### config.mk
export PLATFORM = sky130hd
export DESIGN_NAME = bnn_layer_sequencer
export DESIGN_NICKNAME = d
export VERILOG_FILES = /design/src/rtl/bnn_layer_sequencer.sv
export SDC_FILE = /design/constraint.sdc
export NUM_CORES = 1
export LEC_CHECK = 0
export BUFFER_PORTS_ARGS = -buffer_cell sky130_fd_sc_hd__buf_2
export CORE_ASPECT_RATIO = 2
export CORE_MARGIN = 2
export CORE_UTILIZATION = 45
export CTS_CLUSTER_DIAMETER = 60
export CTS_CLUSTER_SIZE = 16
export DETAILED_ROUTE_END_ITERATION = 8
export PLACE_DENSITY = 0.74
export SLEW_MARGIN = 10
export SYNTH_ARGS = -nofsm -noshare
export SYNTH_HDL_FRONTEND = slang
export SYNTH_SLANG_ARGS = --single-unit
export TNS_END_PERCENT = 50
### constraint.sdc
create_clock -name clk -period 5.1 [get_ports clk]
set_input_delay 0 -clock clk [delete_from_list [all_inputs] [get_ports clk]]
set_output_delay 0 -clock clk [all_outputs]
set_load 0.005 [all_outputs]
### src/rtl/bnn_layer_sequencer.sv
// Top-level controller for the binarized CNN pipeline: sequences conv1 -> conv2 -> fc,
// runs a serial argmax over the fc scores and gates weight writes to idle periods.
module bnn_layer_sequencer #(
    parameter int NCLASS  = 10,
    parameter int SW      = 17,
    parameter int TIMEOUT = 4095
) (
    input  logic                   clk,
    input  logic                   rst_n,
    input  logic                   image_in_valid,
    output logic                   image_in_ready,
    input  logic                   kernel_in_valid,
    output logic                   kernel_in_ready,
    input  logic [1:0]             kernel_layer,
    output logic                   mem_we_conv1,
    output logic                   mem_we_conv2,
    output logic                   mem_we_fc,
    output logic                   conv1_start,
    input  logic                   conv1_done,
    output logic                   conv2_start,
    input  logic                   conv2_done,
    output logic                   fc_start,
    input  logic                   fc_done,
    input  logic [NCLASS*SW-1:0]   fc_scores,
    output logic                   class_out_valid,
    input  logic                   class_out_ready,
    output logic [3:0]             class_out,
    output logic                   busy,
    output logic                   err
);

    localparam int CW = $clog2(TIMEOUT + 1);

    typedef enum logic [2:0] {
        S_IDLE   = 3'd0,
        S_CONV1  = 3'd1,
        S_CONV2  = 3'd2,
        S_FC     = 3'd3,
        S_ARGMAX = 3'd4,
        S_OUT    = 3'd5,
        S_ERR    = 3'd6
    } state_t;

    state_t                state_r;
    state_t                state_next_s;
    logic [CW-1:0]         cnt_r;
    logic [3:0]            k_r;
    logic [3:0]            idx_r;
    logic signed [SW-1:0]  max_r;
    logic signed [SW-1:0]  score_k_s;
    logic                  timeout_s;
    logic                  last_k_s;
    logic                  upd_s;
    logic                  conv1_start_r;
    logic                  conv2_start_r;
    logic                  fc_start_r;
    logic                  class_out_valid_r;
    logic [3:0]            class_out_r;
    logic                  busy_r;
    logic                  err_r;
    logic                  idle_s;

    // Weight-write gating and image acceptance; held low while reset is asserted
    always_comb begin
        idle_s          = rst_n & (state_r == S_IDLE);
        kernel_in_ready = idle_s;
        image_in_ready  = idle_s & ~kernel_in_valid;
        mem_we_conv1    = kernel_in_valid & idle_s & (kernel_layer == 2'd1);
        mem_we_conv2    = kernel_in_valid & idle_s & (kernel_layer == 2'd2);
        mem_we_fc       = kernel_in_valid & idle_s & (kernel_layer == 2'd3);
    end

    // Select the score currently under comparison and decide whether it wins
    always_comb begin
        score_k_s = '0;
        for (int i = 0; i < NCLASS; i++) begin
            if (k_r == i[3:0]) begin
                score_k_s = fc_scores[i*SW +: SW];
            end else begin
                score_k_s = score_k_s;
            end
        end
        timeout_s = (cnt_r == CW'(TIMEOUT - 1));
        last_k_s  = (k_r == 4'(NCLASS - 1));
        // strict compare keeps the lowest index on ties
        upd_s     = (k_r == 4'd0) | (score_k_s > max_r);
    end

    // Next-state logic; a done is ignored during the layer's own start cycle
    always_comb begin
        state_next_s = state_r;
        case (state_r)
            S_IDLE: begin
                if (image_in_valid & image_in_ready) state_next_s = S_CONV1;
                else                                 state_next_s = S_IDLE;
            end
            S_CONV1: begin
                if (conv1_done & ~conv1_start_r) state_next_s = S_CONV2;
                else if (timeout_s)              state_next_s = S_ERR;
                else                             state_next_s = S_CONV1;
            end
            S_CONV2: begin
                if (conv2_done & ~conv2_start_r) state_next_s = S_FC;
                else if (timeout_s)              state_next_s = S_ERR;
                else                             state_next_s = S_CONV2;
            end
            S_FC: begin
                if (fc_done & ~fc_start_r) state_next_s = S_ARGMAX;
                else if (timeout_s)        state_next_s = S_ERR;
                else                       state_next_s = S_FC;
            end
            S_ARGMAX: begin
                if (last_k_s) state_next_s = S_OUT;
                else          state_next_s = S_ARGMAX;
            end
            S_OUT: begin
                if (class_out_ready) state_next_s = S_IDLE;
                else                 state_next_s = S_OUT;
            end
            S_ERR:   state_next_s = S_ERR;
            default: state_next_s = S_ERR;
        endcase
    end

    // State register, watchdog counter and argmax index
    always_ff @(posedge clk or negedge rst_n) begin
        if (!rst_n) begin
            state_r <= S_IDLE;
            cnt_r   <= '0;
            k_r     <= 4'd0;
        end else begin
            state_r <= state_next_s;
            if (state_next_s != state_r) begin
                cnt_r <= '0;
            end else if ((state_r == S_CONV1) || (state_r == S_CONV2) || (state_r == S_FC)) begin
                cnt_r <= cnt_r + CW'(1);
            end else begin
                cnt_r <= cnt_r;
            end
            if (state_r == S_ARGMAX) k_r <= k_r + 4'd1;
            else                     k_r <= 4'd0;
        end
    end

    // Running maximum and the registered class result
    always_ff @(posedge clk or negedge rst_n) begin
        if (!rst_n) begin
            max_r       <= '0;
            idx_r       <= 4'd0;
            class_out_r <= 4'd0;
        end else begin
            if ((state_r == S_ARGMAX) && upd_s) begin
                max_r <= score_k_s;
                idx_r <= k_r;
            end else begin
                max_r <= max_r;
                idx_r <= idx_r;
            end
            if ((state_r == S_ARGMAX) && last_k_s) class_out_r <= upd_s ? k_r : idx_r;
            else                                   class_out_r <= class_out_r;
        end
    end

    // Registered control outputs derived from the upcoming state
    always_ff @(posedge clk or negedge rst_n) begin
        if (!rst_n) begin
            conv1_start_r     <= 1'b0;
            conv2_start_r     <= 1'b0;
            fc_start_r        <= 1'b0;
            class_out_valid_r <= 1'b0;
            busy_r            <= 1'b0;
            err_r             <= 1'b0;
        end else begin
            conv1_start_r     <= (state_next_s == S_CONV1) && (state_r != S_CONV1);
            conv2_start_r     <= (state_next_s == S_CONV2) && (state_r != S_CONV2);
            fc_start_r        <= (state_next_s == S_FC)    && (state_r != S_FC);
            class_out_valid_r <= (state_next_s == S_OUT);
            busy_r            <= (state_next_s != S_IDLE);
            err_r             <= (state_next_s == S_ERR);
        end
    end

    assign conv1_start     = conv1_start_r;
    assign conv2_start     = conv2_start_r;
    assign fc_start        = fc_start_r;
    assign class_out_valid = class_out_valid_r;
    assign class_out       = class_out_r;
    assign busy            = busy_r;
    assign err             = err_r;

endmodule
* Word-level counts from Yosys, hierarchy flattened
Index checks and enable logic that the tools add are counted.
** Cells by class
- $add $sub $neg :: 2
- $mul :: 0
- Div/mod/pow operators :: 0
- Magnitude comparators :: 1
- Equal/unequal tests :: 27
- Shift-type cells :: 0
- Muxes and demuxes :: 24
- Bitwise logic cells :: 15
- Reductions and logical operators :: 11
** Operator list (count)
- $mux W17 :: 10
- $mux W12 :: 2
- $mux W3 :: 7
- $pmux W3 S6 :: 1
- $gt A17 B17 Y1 :: 1
- $eq A4 B3 Y1 const B :: 4
- $add A12 B1 Y12 const B :: 1
- $eq A12 B12 Y1 const B :: 1
- $eq A3 B2 Y1 const B :: 4
- $eq A3 B3 Y1 const B :: 4
- $and A1 B1 Y1 :: 10
- $eq A4 B2 Y1 const B :: 2
- $eq A4 B4 Y1 const B :: 2
- $mux W4 :: 2
- $eq A3 B1 Y1 const B :: 2
- $ne A3 B2 Y1 const B :: 2
- $logic_and A1 B1 Y1 :: 5
- $add A4 B1 Y4 const B :: 1
- $eq A2 B2 Y1 const B :: 2
- $eq A4 B1 Y1 const B :: 1
- $logic_not A4 Y1 :: 1
- $not A1 Y1 :: 4
- $logic_not A3 Y1 :: 1
- $ne A3 B1 Y1 const B :: 1
- 7 further kinds :: 9
** Word-level totals
- Register bits after elaboration :: 50
- Latch bits :: 0
- Bits in writable memories :: 0
- ROM bits :: 0
- Bits of input ports :: 180
- Output and inout bits :: 15
- Logic and storage cells :: 92
- Memories :: 0

* Logic depth before layout (Yosys ltp)
Gate-level depths: netlist of run 1.
- Depth after elaboration :: 14
- Mapped depth :: 17
- Gate-level depth less buffers :: 14

* Least setup slack after synthesis of run 1
Ideal clock, no wire load.
- Path type :: reg-to-reg
- Start :: register k_r[0]
- End :: register max_r[10]
- Library setup time :: 0.125 ns
- Arrival time :: 3.615 ns
- Data required time :: 4.975 ns
- Setup slack :: 1.359 ns
- Stages on the path, launching flop included :: 18
- Buffers on the path :: 3
- Clock period less this slack :: 3.741 ns
- Cells stage by stage :: dfrtp_1 inv_1 ha_1 buf_2 nor4b_4 buf_4 a2bb2oi_1 a211oi_1 o21ai_0 a21oi_1 ha_1 a21oi_1 a21boi_1 a2111oi_0 and4_4 nor3_4 buf_6 mux2_4
** Between the ends
- Cells in the longest elaborated chain, start to end :: 14
- Elaborated cells on any way between the ends :: 23
- Classes of those cells :: 1 x order compare; 9 x eq/ne; 10 x mux; 1 x bitwise; 2 x reduce/logical
** Ends and longest elaborated chain
- start, declared :: RTL line 47 : logic [3:0] k_r;
- start signal, assigned :: RTL line 140 : if (state_r == S_ARGMAX) k_r <= k_r + 4'd1;
- $logic_not A4 Y1 :: RTL line 77 : if (k_r == i[3:0]) begin
- $mux W17 (9 in a row) :: RTL line 77
- $mux W17 * :: RTL line 77
- net score_k_s[11] :: RTL line 50 : logic signed [SW-1:0] score_k_s;
- $gt A17 B17 Y1 * :: RTL line 86 : upd_s = (k_r == 4'd0) | (score_k_s > max_r);
- $or A1 B1 Y1 * :: RTL line 86
- $logic_and A1 B1 Y1 * :: RTL line 152 : if ((state_r == S_ARGMAX) && upd_s) begin
- end signal, assigned :: RTL line 153 : max_r <= score_k_s;
- end signal, assigned :: RTL line 156 : max_r <= max_r;
- end, declared :: RTL line 49 : logic signed [SW-1:0] max_r;
Mark *: on every way through the listed nets, which the timed path passes. The rest lies on a longest branch.
A chain may end at the register's enable or synchronous reset.

* Worst setup path in the final report of run 1
- Start :: register k_r[1]
- End :: register max_r[1]
The elaborated chain is that of the path after synthesis.

==> metrics.yaml, run 1 <==
critical_path:
  worstPathCellList: "inv_1, ha_1, buf_4, a21oi_1, a2bb2oi_1, a211oi_1, o21ai_0, a21oi_1, ha_1, nand4_1, or3_1, a31o_1, and4_4, nor3_4, buf_4, mux2_1"
  ff2ff_path_depth: 16
  timing.setup.critical_path_class: "register to register"
  timing.critical_path.required_ns: 5.29
  start_kind: "register"
  cp-startpoint: "k_r[1]"
  critical_path.slowest_cell: "sky130_fd_sc_hd__ha_1"
  worstPathMaxFanout: 23
  crit-reg2reg-capture: "max_r[1]"
  setup.reg_to_reg.worst_slack_ns: 0.38
  setup.worst_path.end_class: "register"
  slowest_delay_ns: 0.49
  worst-endpoint-arrival_ns: 4.91
  timing.rr.start: "k_r[1]"
  worstSetupEndpoint: "max_r[1]"
logic_synthesis:
  synth.net_count: 761
  post_synthesis_compound_gate_area_fraction: 0.316
  yosys.area_share.simple: 0.184
  synth-async-reset-ratio: 1.00
  ys_ff_latch: 50
  syn_area_um2: 4600
  ys.warnings.count: 0
  synth.yosys.seq_area_share: 0.272
  yosys.area_share.adder: 0.0626
  netlist_instances: 558
  ys_dominant_reg_cell: "sky130_fd_sc_hd__dfrtp_1"
  syn_avg_cell_area_um2: 8.24
  synthXorXnorAreaFrac: 0.0267
  synth_cell_type_count: 69
  number_of_enable_type_register_cells_in_the_synthesized_netlist: 0
  synth_mux_area_frac: 0.0688
  synth_top_family_by_area: "compound AO/OA/AOI/OAI gates"
drt:
  ant_nets: 0
  routed_wire_length_mm: 16.0
  detailroute.via_count: 5265
  route.detailed.wl_per_inst_um: 18.2
  remaining_drc_errors: 0
  drtIter0Drc: 304
  detail_route.first_pass.iterations: 5
  avgViaCountPerCell: 5.98
global_route:
  maximum_number_of_pins_on_one_net_before_global_route_repair: 52
  initial_antenna_violation_count: 1
  grt_usage: 0.283
  grt_pass1_wl_mm: 24.2
  grt_pass1_vias: 5175
  gr_overflow_total: 0
sta:
  finClkSkew_ns: 0.00567
  maxSlewViolCount: 0
  hold-worst-slack_ns: -0.00358
  actual_slew_at_the_worst_max_slew_pin_ns: 1.07
  period_needed_ns: 4.72
  rsz_0062_raised_after_global_routing: "false"
  layout_setup_ws_ns: 0.381
  final_min_period_over_clock_period: 0.925
  fmax_mhz: 212
  finalSetupViolations: 0
  worst_relative_slew_slack: 0.278
  tns_ns: 0
  finalHoldViolations: 1
status:
  violated_checks: "hold timing"
  status: "finished, violations left"
flow_run:
  drv_cap: 0
placement:
  placedInstanceArea_um2: 5720
  place.gp.congestion: 0.948
  detailedPlacementHpwl_mm: 12.8
  count_of_buffers_from_port_buffering: 194
  detailedPlace.worstSlack_ns: 0.331
power_and_ir_drop:
  cellPowerDensity_nw_per_um2: 337
  total_leakage_power_nw: 2.72
  ir_worst_vdd_uv: 333
finish:
  seq_area_um2: 1250
  layout_stage_area_growth_over_the_synthesis_result_pct: 28.4
  most-common-layout-cells: "sky130_fd_sc_hd__buf_2 (194), sky130_fd_sc_hd__a21oi_1 (67), sky130_fd_sc_hd__nor2_1 (51), sky130_fd_sc_hd__dfrtp_1 (50), sky130_fd_sc_hd__o21ai_0 (29)"
  postLayoutCellArea_um2: 5900
  drive_gt1_frac: 0.358
  multiInputGateArea_um2: 3030
  n_fill_cell: 938
  mostFrequentLayoutCell: "sky130_fd_sc_hd__buf_2"
  final_nets: 947
die:
  floorplan.rows: 52
  fp.dieH_um: 147
  placeableCoreArea_um2: 10000
  die_footprint_um2: 11100
  design.portCount: 195
  die_w_um: 75.5
  start_util: 0.459
clock_network:
  cts_inserted_buffers: 5
  tritoncts_clock_tree: "built"
  count_of_clock_tree_sinks: 50
  clkTransAtPathRegs_ns: 0.07
  clock_path_buffers: 2
  worstSkewPairLatency_ns: 0.30
  htreeDepth: 2
  clockRootBuffer: "sky130_fd_sc_hd__clkbuf_16"
hold_path:
  timing.hold.worst.class: "primary input to register"
## sequential cells by signal, indices dropped and copies added, names as in the netlist, 3 cells and up
name / cells
max_r: 17
k_r: 4
class_out: 4
idx_r: 4
cnt_r: 12
state_r: 3
## metal layers
layer  global-route usage  vias to the layer above  wire length [µm]
met5                    0                        -                 0
met4                0.165                        0               863
met3               0.0597                       72              1120
met2                0.509                      281              8640
met1                0.283                     2461              5420
li1                     -                     2451                 -
## worst min-delay path by stage
stage | startpoint | endpoint | slack, ns | cells past startpoint
finish | image_in_valid | conv1_start | -0.004 | 2
global placement | rst_n | cnt_r[5] | 0.16 | 2
floorplan | rst_n | busy | -0.30 | 0
global route | image_in_valid | conv1_start | 0.02 | 2
CTS | image_in_valid | conv1_start | 0.008 | 2
detailed placement | rst_n | cnt_r[6] | 0.17 | 2
## synthesized netlist by cell type (all sizes together), types with 5 or more instances
| cell | instances | share of area |
|---|---|---|
| nand3 | 12 | 0.013 |
| a2111oi | 6 | 0.013 |
| o21a | 8 | 0.013 |
| nor2 | 51 | 0.042 |
| a2bb2oi | 11 | 0.021 |
| xnor2 | 11 | 0.021 |
| a221oi | 6 | 0.011 |
| o2bb2ai | 6 | 0.011 |
| a22oi | 23 | 0.038 |
| a211oi | 13 | 0.021 |
| a21oi | 68 | 0.075 |
| clkbuf | 20 | 0.016 |
| o22ai | 17 | 0.023 |
| dfrtp | 50 | 0.27 |
| nor2b | 9 | 0.013 |
| buf | 23 | 0.028 |
| nor3 | 18 | 0.028 |
| ha | 23 | 0.063 |
| mux2 | 20 | 0.064 |
| inv | 30 | 0.024 |
| o21ai | 36 | 0.040 |
| and2 | 5 | 0.0071 |
| nand2 | 20 | 0.016 |
| nand2b | 14 | 0.020 |
## stage by stage
| step | utilization | power, W | cells |
|---|---|---|---|
| floorplan | - | 0.00132 | 558 |
| global placement | 0.571 | 0.00157 | 869 |
| detailed placement | 0.571 | 0.00161 | 869 |
| CTS | 0.587 | 0.00198 | 878 |
| global route | 0.589 | 0.00213 | 881 |
| finish | 0.589 | 0.00199 | 881 |
## power breakdown
group	switching [W]	internal [W]
sequential	0.0000851	0.000501
combinational	0.000551	0.000500
clock	0.000164	0.000187
## kinds of logic (layout without fill, tap and decap cells)
group	count (synthesis)	after routing
XOR/XNOR	14	14
AND/OR/NAND/NOR	154	154
adder cells (fa/ha/maj)	23	23
flip-flops	50	50
multiplexers	22	22
other	0	1
buffers and inverters	73	260
AO/OA/AOI/OAI	222	222
## final cells by class
| type | instances | area share |
|---|---|---|
| well taps | 135 | 0.0286 |
| repair buffers | 222 | 0.200 |
| diodes | 1 | 0.000424 |
| multi-input cells | 435 | 0.513 |
| clock buffers | 5 | 0.0212 |
| inverters | 30 | 0.0191 |
| clock inverters | 3 | 0.00487 |
| flip-flops and latches | 50 | 0.212 |
## critical path, delay by kind of cell (launching register included)
| family | cells | cell delay, ns |
|---|---|---|
| buffers and inverters | 3 | 0.86 |
| flip-flops | 1 | 0.44 |
| multiplexers | 1 | 0.34 |
| adder cells (fa/ha/maj) | 2 | 0.68 |
| AO/OA/AOI/OAI | 6 | 1.06 |
| AND/OR/NAND/NOR | 4 | 1.22 |
## what timing repair did
item / 4_1_cts / 5_1_grt
gates resized for setup: 0 / 1
hold buffers: 1 / 0
setup endpoints to repair: 0 / 12
setup buffers: 0 / 2
hold endpoints to repair: 50 / 0
Power figures use the tool's default switching activity.
==> run 2, diff against run 1 <==
- HOLD_SLACK_MARGIN: unset -> 0.03
==> run 2 against run 1 <==
Against the previous run:
- the run now ends clean
- first-iteration DRC count down 3.9%
- maximum frequency down 0.20%
- clock-buffer cell count unchanged
- sequential share of layout area about the same
- clock skew up 0.00066 ns
- via count about the same
- critical endpoint unchanged
==> metrics.yaml, run 2 (synthesized netlist as in run 1, its figures left out) <==
finish:
  multiInputGateArea_um2: 3030  # unchanged
  mostFrequentLayoutCell: "sky130_fd_sc_hd__buf_2"
  max_reg_flops: 17  # unchanged
  n_fill_cell: 937  # -0.11%
  final_nets: 948  # +0.11%
  most-common-layout-cells: "sky130_fd_sc_hd__buf_2 (194), sky130_fd_sc_hd__a21oi_1 (67), sky130_fd_sc_hd__nor2_1 (51), sky130_fd_sc_hd__dfrtp_1 (50), sky130_fd_sc_hd__o21ai_0 (29)"
  layout_stage_area_growth_over_the_synthesis_result_pct: 28.6
  reg_top3: "max_r x17, cnt_r x12"
  top_register: "max_r"
  seq_area_um2: 1250  # unchanged
  drive_gt1_frac: 0.358  # -0.000480
die:
  placeableCoreArea_um2: 10000  # unchanged
  die_footprint_um2: 11100  # unchanged
  start_util: 0.459  # unchanged
  floorplan.rows: 52  # unchanged
  die_w_um: 75.5  # unchanged
  design.portCount: 195  # unchanged
  fp.dieH_um: 147  # unchanged
critical_path:
  critical_path.slowest_cell: "sky130_fd_sc_hd__ha_1"
  start_kind: "register"
  ff2ff_path_depth: 15  # -1
  timing.critical_path.required_ns: 5.29  # about the same
  setup.reg_to_reg.worst_slack_ns: 0.37  # about the same
  worst-endpoint-arrival_ns: 4.92  # about the same
  timing.setup.critical_path_class: "register to register"
  cp-startpoint: "k_r[1]"
  critical-path-top-cell-by-count: "sky130_fd_sc_hd__ha_1"
  setup.worst_path.end_class: "register"
  timing.rr.start: "k_r[1]"
  worstPathCellList: "inv_1, ha_1, inv_2, a21oi_2, a211oi_1, o21ai_0, a21oi_1, ha_1, nand4_1, or3_1, a31o_1, and4_4, nor3_4, buf_4, mux2_1"
  slowest_delay_ns: 0.49  # about the same
  worstPathMaxFanout: 13  # -43%
  crit-reg2reg-capture: "max_r[1]"
power_and_ir_drop:
  cellPowerDensity_nw_per_um2: 336  # -0.13%
  switching_power_w: 0.000801  # about the same
  total_leakage_power_nw: 2.73  # +0.15%
  share_seq_of_total_power: 0.294  # about the same
  swShare: 0.403  # about the same
  ir_worst_vdd_uv: 335  # +0.48%
  p_int_w: 0.00119  # about the same
  power.clock.fraction: 0.177  # about the same
  combinationalPowerShare: 0.529  # about the same
flow_run:
  drv_cap: 0  # unchanged
clock_network:
  cts_inserted_buffers: 5  # unchanged
  htreeDepth: 2  # unchanged
  clockRootBuffer: "sky130_fd_sc_hd__clkbuf_16"
  count_of_clock_tree_sinks: 50  # unchanged
  clock_path_buffers: 2  # unchanged
  clkTransAtPathRegs_ns: 0.07  # about the same
  tritoncts_clock_tree: "built"
  worstSkewPairLatency_ns: 0.30  # about the same
sta:
  fmax_mhz: 211  # -0.20%
  finalHoldViolations: 0  # -1
  worst_relative_slew_slack: 0.273  # -0.00525
  finalSetupViolations: 0  # unchanged
  period_needed_ns: 4.73  # +0.00949 ns
  rsz_0062_raised_after_global_routing: "false"
  maxSlewViolCount: 0  # unchanged
  tns_ns: 0  # unchanged
  layout_setup_ws_ns: 0.371  # -0.00949 ns
  actual_slew_at_the_worst_max_slew_pin_ns: 1.08  # +0.00781 ns
  final_min_period_over_clock_period: 0.927  # +0.00186
  finClkSkew_ns: 0.00634  # +0.000663 ns
placement:
  detailedPlace.worstSlack_ns: 0.331  # unchanged
  count_of_buffers_from_port_buffering: 194  # unchanged
  place.gp.congestion: 0.948  # unchanged
  detailedPlacementHpwl_mm: 12.8  # unchanged
global_route:
  grt_usage: 0.284  # +0.000814
  gr_overflow_total: 0  # unchanged
  maximum_number_of_pins_on_one_net_before_global_route_repair: 52  # unchanged
  grt_pass1_vias: 5183  # +0.15%
  grt_pass1_wl_mm: 24.3  # +0.26%
  initial_antenna_violation_count: 1  # unchanged
drt:
  detail_route.first_pass.iterations: 5  # unchanged
  route.detailed.wl_per_inst_um: 18.2  # about the same
  avgViaCountPerCell: 5.96  # -0.21%
  ant_nets: 0  # unchanged
  remaining_drc_errors: 0  # unchanged
  drtIter0Drc: 292  # -3.9%
  routed_wire_length_mm: 16.1  # +0.16%
  detailroute.via_count: 5260  # -0.095%
status:
  status: "completed"
hold_path:
  hold_path_end: "conv1_start"
  hold_depth: 2  # unchanged
  timing.hold.worst.class: "primary input to register"
  worst_hold_startpoint: "kernel_in_valid"
## run 2: cell count changes in the layout (fill, tap and decap cells not counted)
cell,before,now
sky130_fd_sc_hd__dlygate4sd3_1,1,2
## run 2: worst max-delay path by stage
stage / to / slack [ns]
final: max_r[1] / 0.37
after global routing: max_r[1] / 0.11
after CTS: max_r[1] / 0.32
after detailed placement: max_r[1] / 0.33
after global placement: max_r[1] / 0.54
after floorplan: max_r[10] / 1.36
## run 2: metrics by stage
step | power, W | hold WS (ns) | std cells | cell area (µm²) | utilization
2_1_floorplan | 0.00132 | -0.296 | 558 | 4600 | -
3_3_place_gp | 0.00157 | 0.156 | 869 | 5720 | 0.571
3_5_place_dp | 0.00161 | 0.166 | 869 | 5720 | 0.571
4_1_cts | 0.00198 | 0.0535 | 879 | 5900 | 0.588
5_1_grt | 0.00213 | 0.0661 | 882 | 5910 | 0.590
6_report | 0.00199 | 0.0480 | 882 | 5910 | 0.590
## run 2: power by group through the flow
| stage | Sequential [W] | Combinational, W | Clock, W |
|---|---|---|---|
| floorplan | 0.000554 | 0.000764 | 0 |
| global placement | 0.000583 | 0.000985 | 0 |
| detailed placement | 0.000589 | 0.00103 | 0 |
| CTS | 0.000583 | 0.00103 | 0.000360 |
| global route | 0.000599 | 0.00116 | 0.000374 |
| finish | 0.000586 | 0.00105 | 0.000352 |
## run 2: final cells by class
cell class / instances / area share
Clock inverter: 3 / 0.00487
Antenna cell: 1 / 0.000423
Multi-Input combinational cell: 435 / 0.513
Inverter: 30 / 0.0190
Sequential cell: 50 / 0.212
Tap cell: 135 / 0.0286
Clock buffer: 5 / 0.0212
Timing Repair Buffer: 223 / 0.202
## run 2: metal layers
layer  track usage  wire [µm]  up-vias
met1         0.284       5460     2468
met5             0          0        -
met4         0.165        805        0
met2         0.511       8700      275
li1              -          -     2454
met3        0.0597       1090       63
## run 2: repair_timing
action                     4_1_cts  5_1_grt
buffers inserted                 0        2
hold endpoints to repair        51        0
hold buffers                     2        0
setup endpoints to repair        0       12
gates resized for setup          0        1
## run 2: worst max-delay path: cells and delay by family, from the launching register on
family / cells / cell delay [ns]
and+or+nand+nor: 4 / 1.22
adders and majority gates: 2 / 0.81
DFF: 1 / 0.44
buffers and inverters: 3 / 0.66
AOI/OAI and AO/OA: 5 / 1.14
muxes: 1 / 0.34
==> run 3, diff against run 2 <==
- CELL_PAD_IN_SITES_DETAIL_PLACEMENT: unset -> 1
- CELL_PAD_IN_SITES_GLOBAL_PLACEMENT: unset -> 1
- CORE_UTILIZATION: 45 -> 35
- PLACE_DENSITY: 0.74 -> 0.8
==> run 3 against run 2 <==
Against the previous run:
- via count down 0.48%
- clock-buffer cell count is 1 higher
- largest power group unchanged
- critical path depth up 1
- largest cell class unchanged
- combinational power is 5% higher
- sequential share of layout area fell by 0.32 points
==> metrics.yaml, run 3 (synthesized netlist as in run 1, its figures left out) <==
clock_network:
  clock_path_buffers: 2  # unchanged
  clkTransAtPathRegs_ns: 0.07  # about the same
  clockRootBuffer: "sky130_fd_sc_hd__clkbuf_16"
  cts_inserted_buffers: 5  # unchanged
  tritoncts_clock_tree: "built"
  htreeDepth: 2  # unchanged
  worstSkewPairLatency_ns: 0.30  # about the same
  count_of_clock_tree_sinks: 50  # unchanged
die:
  placeableCoreArea_um2: 12900  # +29%
  floorplan.rows: 59  # +13%
  die_w_um: 85.1  # +13%
  die_footprint_um2: 14100  # +27%
  start_util: 0.356  # -0.103
  fp.dieH_um: 166  # +13%
  design.portCount: 195  # unchanged
drt:
  highest-signal-layer: "met4"
  detailroute.via_count: 5235  # -0.48%
  avgViaCountPerCell: 5.82  # -2.5%
  route.detailed.wl_per_inst_um: 20.5  # +13%
  drtIter0Drc: 207  # -29%
  routed_wire_length_mm: 18.5  # +15%
  wl_met3_um: 981  # -10%
  remaining_drc_errors: 0  # unchanged
  wirelength_met1_mm: 6.24  # +14%
  routed_wire_length_on_met2_mm: 10.5  # +21%
  ant_nets: 0  # unchanged
  detail_route.first_pass.iterations: 7  # +2
finish:
  insertedDiodeCount: 0  # -1
  n_fill_cell: 1631  # +74%
  mostFrequentLayoutCell: "sky130_fd_sc_hd__buf_2"
  most-common-layout-cells: "sky130_fd_sc_hd__buf_2 (194), sky130_fd_sc_hd__a21oi_1 (67), sky130_fd_sc_hd__nor2_1 (50), sky130_fd_sc_hd__dfrtp_1 (50)"
  final_nets: 950  # +0.21%
  max_reg_flops: 17  # unchanged
  layout_stage_area_growth_over_the_synthesis_result_pct: 30.6
  top_register: "max_r"
  reg_top3: "max_r x17, cnt_r x12"
  seq_area_um2: 1250  # unchanged
  drive_gt1_frac: 0.364  # +0.00573
  multiInputGateArea_um2: 3040  # +0.41%
  final-instance-count-excl-fill: 900  # +2.0%
critical_path:
  timing.setup.critical_path_class: "register to register"
  slowest_delay_ns: 0.47  # -0.02 ns
  worstPathCellList: "inv_1, ha_1, nor4b_4, buf_4, a2bb2oi_1, a211oi_1, o21ai_0, a21oi_1, ha_1, nand4_1, or3_1, a31o_1, and4_4, nor3_4, buf_4, mux2_1"
  timing.rr.start: "k_r[0]"
  timing.critical_path.required_ns: 5.27  # -0.02 ns
  cp-startpoint: "k_r[0]"
  setup.worst_path.end_class: "register"
  critical_path.slowest_cell: "sky130_fd_sc_hd__nor3_4"
  worst-endpoint-arrival_ns: 4.98  # +0.06 ns
  start_kind: "register"
  worstPathMaxFanout: 13  # unchanged
power_and_ir_drop:
  ir_worst_vdd_uv: 215  # -36%
  cellPowerDensity_nw_per_um2: 356  # +5.8%
  total_leakage_power_nw: 2.76  # +1.2%
sta:
  finalSetupViolations: 0  # unchanged
  final_min_period_over_clock_period: 0.943  # +0.0158
  worst_relative_slew_slack: 0.257  # -0.0161
  finalHoldViolations: 0  # unchanged
  fmax_mhz: 208  # -1.7%
  maxSlewViolCount: 0  # unchanged
  tns_ns: 0  # unchanged
  finClkSkew_ns: 0.00732  # +0.000989 ns
  period_needed_ns: 4.81  # +0.0803 ns
  rsz_0062_raised_after_global_routing: "false"
  actual_slew_at_the_worst_max_slew_pin_ns: 1.11  # +0.0239 ns
  hold-worst-slack_ns: 0.0531  # +0.00504 ns
hold_path:
  worst_hold_startpoint: "kernel_in_valid"
  timing.hold.worst.class: "primary input to register"
placement:
  count_of_buffers_from_port_buffering: 194  # unchanged
  place.gp.congestion: 0.947  # -0.14%
  dp.cells: 888  # +2.2%
  detailedPlacementHpwl_mm: 15.2  # +19%
global_route:
  initial_antenna_violation_count: 0  # -1
  grt_pass1_wl_mm: 29.2  # +20%
  maximum_number_of_pins_on_one_net_before_global_route_repair: 52  # unchanged
  gr_overflow_total: 0  # unchanged
  grt_pass1_vias: 5749  # +11%
  grt_usage: 0.258  # -0.0262
flow_run:
  drv_cap: 0  # unchanged
status:
  status: "completed"
-- run 3: changes by cell type in the layout (fill, tap and decap cells not counted), sizes merged --
cell	before	now
clkbuf	5	6
buf	221	223
bufinv	0	2
diode	1	0
inv	31	30
clkinv	2	0
-- run 3: worst max-delay path, delay by kind of cell, from the launching register on --
family,cells,cell delay (ns)
flops,1,0.44
buf+inv,3,0.70
fa+ha+maj,2,0.67
simple gates,5,1.51
compound gates,5,0.99
mux,1,0.36
-- run 3: final timing paths --
check | end | cells after the start | slack (ns)
worst max-delay path | max_r[1] | 16 | 0.29
worst min-delay path | conv1_start | 2 | 0.05
worst max register to register | max_r[1] | 16 | 0.29
worst min register to register | max_r[1] | 1 | 0.52
max in group asynchronous | cnt_r[11] | 3 | 4.29
min in group asynchronous | err | 3 | 0.33
-- run 3: layout make-up --
type | count | share of cell area
multi-input combinational | 435 | 0.507
clock buffer | 6 | 0.0231
tap | 152 | 0.0317
inverter | 30 | 0.0188
timing repair buffer | 225 | 0.201
clock inverter | 2 | 0.0100
sequential | 50 | 0.208
-- run 3: where the power goes --
part           total, W  leakage [nW]  switching, W  internal (W)
Combinational   0.00110          2.02      0.000590      0.000506
Clock          0.000448        0.0971      0.000153      0.000295
Sequential     0.000593         0.642     0.0000924      0.000501
-- run 3: through the flow --
stage	worst slack [ns]	total power [W]	util	instance area [µm²]
3_3_place_gp	0.379	0.00161	0.446	5760
4_1_cts	0.107	0.00213	0.463	5980
2_1_floorplan	1.36	0.00132	-	4600
3_5_place_dp	0.192	0.00167	0.446	5760
5_1_grt	0.00530	0.00228	0.465	6010
6_report	0.291	0.00214	0.465	6010
-- run 3: repair_timing --
| item | CTS | global route |
|---|---|---|
| hold buffers | 2 | 0 |
| resized for setup | 0 | 4 |
| setup buffers | 0 | 2 |
| hold endpoints to repair | 51 | 0 |
| setup endpoints to repair | 0 | 13 |
-- run 3: layer usage --
metal | vias up | track usage
met2 | 206 | 0.496
met1 | 2539 | 0.265
met4 | 0 | 0.117
li1 | 2441 | -
met3 | 49 | 0.0348
met5 | - | 0
